$ cat src/rtl/vga_sync_gen.sv
// rtl/vga_sync_gen.sv - VGA pixel divider, H/V counters and registered sync/active decode
module vga_sync_gen #(
   parameter int   DIV      = 4,
   parameter int   H_BP     = 48,
   parameter int   H_ACT    = 640,
   parameter int   H_FP     = 16,
   parameter int   H_SYNC   = 96,
   parameter int   V_BP     = 35,
   parameter int   V_ACT    = 480,
   parameter int   V_FP     = 8,
   parameter int   V_SYNC   = 2,
   parameter logic SYNC_POL = 1'b0
) (
   input  logic       reloj,
   input  logic       resetM,
   input  logic       en,
   output logic [9:0] Qh,
   output logic [9:0] Qv,
   output logic       H_ON,
   output logic       V_ON,
   output logic       hsync,
   output logic       vsync,
   output logic       pixel_tick,
   output logic       frame_start
);

   // Counter origin is the start of the back porch, so the line is laid out
   // as back porch, active, front porch, sync.
   localparam int H_TOTAL = H_BP + H_ACT + H_FP + H_SYNC;
   localparam int V_TOTAL = V_BP + V_ACT + V_FP + V_SYNC;

   // All decode boundaries held as full 10-bit constants so every compare is
   // done at counter width without truncation of the counter itself.
   localparam logic [9:0] H_LAST       = 10'(H_TOTAL - 1);
   localparam logic [9:0] V_LAST       = 10'(V_TOTAL - 1);
   localparam logic [9:0] H_ON_FIRST   = 10'(H_BP);
   localparam logic [9:0] H_ON_LAST    = 10'(H_BP + H_ACT - 1);
   localparam logic [9:0] V_ON_FIRST   = 10'(V_BP);
   localparam logic [9:0] V_ON_LAST    = 10'(V_BP + V_ACT - 1);
   localparam logic [9:0] H_SYNC_FIRST = 10'(H_BP + H_ACT + H_FP);
   localparam logic [9:0] V_SYNC_FIRST = 10'(V_BP + V_ACT + V_FP);

   localparam int                DIV_W    = $clog2(DIV);
   localparam logic [DIV_W-1:0] DIV_LAST = DIV_W'(DIV - 1);

   logic [DIV_W-1:0] div_cnt;
   logic             tick;
   logic [9:0]       qh_nxt;
   logic [9:0]       qv_nxt;
   logic             h_on_nxt;
   logic             v_on_nxt;
   logic             h_sync_act;
   logic             v_sync_act;
   logic             frame_wrap;

   // Pixel-rate divider: free-runs 0..DIV-1 while enabled, frozen otherwise.
   always_ff @(posedge reloj or posedge resetM) begin
      if (resetM) begin
         div_cnt <= '0;
      end else if (en) begin
         if (div_cnt == DIV_LAST) begin
            div_cnt <= '0;
         end else begin
            div_cnt <= div_cnt + DIV_W'(1);
         end
      end
   end

   // A disabled cycle never ticks, even if the divider sits on its last count.
   assign tick = en && (div_cnt == DIV_LAST);

   // Next counter values; the vertical counter only moves on the horizontal wrap.
   always_comb begin
      qh_nxt = Qh;
      qv_nxt = Qv;
      if (Qh == H_LAST) begin
         qh_nxt = '0;
         if (Qv == V_LAST) begin
            qv_nxt = '0;
         end else begin
            qv_nxt = Qv + 10'd1;
         end
      end else begin
         qh_nxt = Qh + 10'd1;
      end
   end

   // Decode from the next counter values so the registered flags line up with Qh/Qv.
   always_comb begin
      h_on_nxt   = (qh_nxt >= H_ON_FIRST) && (qh_nxt <= H_ON_LAST);
      v_on_nxt   = (qv_nxt >= V_ON_FIRST) && (qv_nxt <= V_ON_LAST);
      h_sync_act = (qh_nxt >= H_SYNC_FIRST);
      v_sync_act = (qv_nxt >= V_SYNC_FIRST);
      frame_wrap = (qh_nxt == 10'd0) && (qv_nxt == 10'd0);
   end

   // Counters, active flags and syncs advance together, once per tick.
   always_ff @(posedge reloj or posedge resetM) begin
      if (resetM) begin
         Qh    <= '0;
         Qv    <= '0;
         H_ON  <= 1'b0;
         V_ON  <= 1'b0;
         hsync <= ~SYNC_POL;
         vsync <= ~SYNC_POL;
      end else if (tick) begin
         Qh    <= qh_nxt;
         Qv    <= qv_nxt;
         H_ON  <= h_on_nxt;
         V_ON  <= v_on_nxt;
         hsync <= h_sync_act ? SYNC_POL : ~SYNC_POL;
         vsync <= v_sync_act ? SYNC_POL : ~SYNC_POL;
      end
   end

   // Single-cycle strobes; both drop whenever no tick happens, including while disabled.
   always_ff @(posedge reloj or posedge resetM) begin
      if (resetM) begin
         pixel_tick  <= 1'b0;
         frame_start <= 1'b0;
      end else begin
         pixel_tick  <= tick;
         frame_start <= tick && frame_wrap;
      end
   end

endmodule

$ cat config.mk
export PLATFORM = sky130hd
export DESIGN_NAME = vga_sync_gen
export DESIGN_NICKNAME = d
export VERILOG_FILES = /design/src/rtl/vga_sync_gen.sv
export SDC_FILE = /design/constraint.sdc
export NUM_CORES = 1
export LEC_CHECK = 0
export BUFFER_PORTS_ARGS = -buffer_cell sky130_fd_sc_hd__buf_2
export CORE_UTILIZATION = 40
export CTS_CLUSTER_DIAMETER = 80
export CTS_CLUSTER_SIZE = 14
export DETAILED_ROUTE_END_ITERATION = 16
export RECOVER_POWER = 25
export SYNTH_ARGS = -nofsm -noshare
export SYNTH_HDL_FRONTEND = slang
export SYNTH_SLANG_ARGS = --single-unit
$ cat constraint.sdc
create_clock -name reloj -period 2.6 [get_ports reloj]
set_input_delay 0.26 -clock reloj [delete_from_list [all_inputs] [get_ports reloj]]
set_output_delay 0.26 -clock reloj [all_outputs]
set_load 0.02 [all_outputs]
==> summary.md <==
| Metric | Value |
|---|---|
| Main combinational cell family by area after synthesis | `simple AND/OR/NAND/NOR gates` |
| Post-CTS sizing | `0` |
| Async SR Flop Fraction | `100.0%` |
| Die height | `70.84 um` |
| Xor-xnor portion of the synthesized cell area | `5.545%` |
| Pwr/cell area | `568.4 mW/mm2` |
| CTS max path bufs | `2` |
| Grt total ovfl | `0` |
| CP required | `2.79 ns` |
| GP Congestion | `0.8857` |
| Sequential area share after synthesis | `37.10%` |
| Worst Setup End Kind | `flip-flop` |
| Cts hold-fix bufs | `0` |
| CTS clk-pin slew, worst paths | `0.10 ns` |
| TritonRoute pass-1 iters | `7` |
| Crit path time final | `2.449 ns` |
| Max-cap viol count | `1` |
| Power, Total | `1.270 mW` |
| Die ar. | `0.005018 mm2` |
| Area Growth Syn to Fin | `17.89%` |
| Simple-gate share of the synthesized area | `25.68%` |
| Avg WL per Cell | `15.22 um` |
| Post-DP HPWL | `3414 um` |
| Outcome | `finished, violations left` |
| CTS Buf Count | `3` |
| First-pass GRT wire length | `7921 um` |
| Avg Cell Area, Syn | `8.656 um2` |
| Mux contribution to synthesized area | `2.838%` |
| Failing checks | `max-capacitance violations, max-slew violations` |
| Final Skew | `0.003046 ns` |
| DR vias | `1,687` |
| Worst IR Drop VDD | `298.1 uV` |
| Antenna cells | `0` |
| Top cells by area, synth | `dfrtp_1, nand2_1, o21ai_0, xnor2_1, ha_1` |
| Multi-input logic area | `0.001080 mm2` |
| Sink Count | `28` |
| TritonCTS clock tree | `yes` |
| Final nets | `267` |
| Tcrit/Tclk final | `94.20%` |
| Most frequent cell after synthesis | `nand2_1` |
| Leading area contributor after synthesis | `dfrtp_1` |
| Die X | `70.84 um` |
| Commonest cells in the netlist | `nand2_1, dfrtp_1, o21ai_0` |
| Post-synthesis net count | `228` |
| Mapped Area | `0.001896 mm2` |
| Unrepaired setup endpoints after global routing | `no` |
| Post-route DRC | `0` |
| Synthesis Warnings | `0` |
| Core area | `0.004444 mm2` |
| Main synth FF type | `dfrtp_1` |
| Critical path class | `reg2reg` |
| Final setup violation count | `0` |
| I/O Buffers | `28` |
| Starting Density | `42.65%` |
| Compound-Gate Fraction of Synth Area | `18.94%` |
| GRT Util Overall | `20.13%` |
| Worst hold-check slack | `0.1898 ns` |
| Final wirelength | `4704 um` |
| Leak | `0.9778 nW` |
| Via density per instance | `5.460` |
| Share of post-route cells with drive strength above 1 | `25.68%` |
| Root Buffer | `clkbuf_8` |
| Largest net degree at the start of global routing | `29` |
| Yosys reg bits | `28` |
| Sequential cell area | `703.2 um2` |
| Share of the synthesized area in the top cell type | `34.32%` |
| Clk_lat worst skew | `0.29 ns` |
| Row cnt | `24` |
| Slew Limit Fails | `29` |
| Slew HR | `-3.623%` |
| Post-CTS setup buffers | `0` |
| Slew of the pin with the lowest slew margin | `1.554 ns` |
| DRT iter0 DRCs | `172` |
| Detail Route Antenna Nets | `0` |
| Setup tns final | `0 ns` |
| Crit path launch type | `flip-flop` |
| CTS H-tree lvls | `1` |
| I/O pin cnt | `29` |
| Fmax | `408.3 MHz` |
| Crit path DAT | `2.63 ns` |
| Cells after synthesis | `219` |
| Largest fanout on the critical path | `9` |
| Number of flops mapped to enable cells by yosys | `0` |
| Final Hold Viols | `0` |
| Hold WC Path Type | `in2reg` |
| Vias in the first global route | `1,617` |
| Unique masters post-synth | `52` |
| Design area | `0.002235 mm2` |
| Synth Area in Adders | `3.960%` |
| Placed Area | `0.002183 mm2` |
| Layout fillers | `443` |
| Initial antenna violation count | `0` |
[cells in the final DEF, fill, tap and decap left out, types with 3 or more instances in the layout]
master,count
a31oi_1,5
a21oi_1,4
nor2_1,12
o21ai_0,23
ha_1,6
nand3b_1,3
buf_2,28
nand4_1,5
nor3_1,6
nand3_1,5
xnor2_1,9
inv_1,10
dfrtp_1,26
nor4_1,4
xor2_1,3
nand2_1,35
a211oi_1,3
mux2_2,3
clkbuf_8,4
buf_4,20
[state kept, by name, indices dropped and copies added (netlist names)]
name / cells
div_cnt: 2
pixel_tick: 1
hsync: 1
V_ON: 1
H_ON: 1
Qv: 10
frame_start: 1
Qh: 10
vsync: 1
[report_power, final]
| part | leakage [nW] | internal [mW] | switching (mW) |
|---|---|---|---|
| clock network | 0.0288 | 0.136 | 0.149 |
| logic | 0.593 | 0.165 | 0.264 |
| registers | 0.356 | 0.517 | 0.0384 |
| total | 0.978 | 0.818 | 0.452 |
[routing by layer]
layer	track usage, %	wire length [um]
met1	31.06	2356
met2	29.38	2006
met3	1.994	268
met4	6.889	72
met5	0	0
[logic make-up after synthesis]
kind of cell / after synthesis
AOI/OAI and AO/OA: 54
xor gates and xnor gates: 12
adders and majority gates: 6
buffers and inverters: 25
DFF: 28
muxes: 5
and+or+nand+nor: 89
[critical path, stage by stage, from the launching register on]
cell	delay [ns]
dfrtp_1	0.43
or3b_1	0.47
nor3_2	0.48
a2bb2oi_1	0.18
nor4b_2	0.39
nand2_1	0.12
a2111oi_2	0.28
[per-stage QoR]
stage / util, % / cells / worst slack, ns
after floorplan: - / 219 / 0.1379
after global placement: 49.13 / 305 / 0.2600
after detailed placement: 49.13 / 305 / 0.1829
after CTS: 50.37 / 309 / 0.1565
after global routing: 50.28 / 309 / 0.01359
final: 50.28 / 309 / 0.1507
[area by class of cell]
class / instances / share of cell area, %
inverters: 10 / 1.680
well taps: 52 / 2.912
flip-flops and latches: 28 / 31.47
repair buffers: 49 / 13.16
clock buffers: 4 / 2.464
multi-input cells: 166 / 48.32
[final timing paths]
path | start | endpoint | slack (ns) | depth (start not counted)
max | Qh[9]$_DFFE_PP0P_ | frame_start$_DFF_PP0_ | 0.15 | 6
min | en | div_cnt[0]$_DFFE_PP0P_ | 0.19 | 2
max reg2reg | Qh[9]$_DFFE_PP0P_ | frame_start$_DFF_PP0_ | 0.15 | 6
min reg2reg | hsync$_DFFE_PP1P_ | hsync$_DFFE_PP1P_ | 0.47 | 2
max in group asynchronous | resetM | Qh[7]$_DFFE_PP0P_ | 1.21 | 3
min in group asynchronous | resetM | Qv[0]$_DFFE_PP0P_ | 0.49 | 3
No activity file was read; power rests on OpenSTA's default activity.
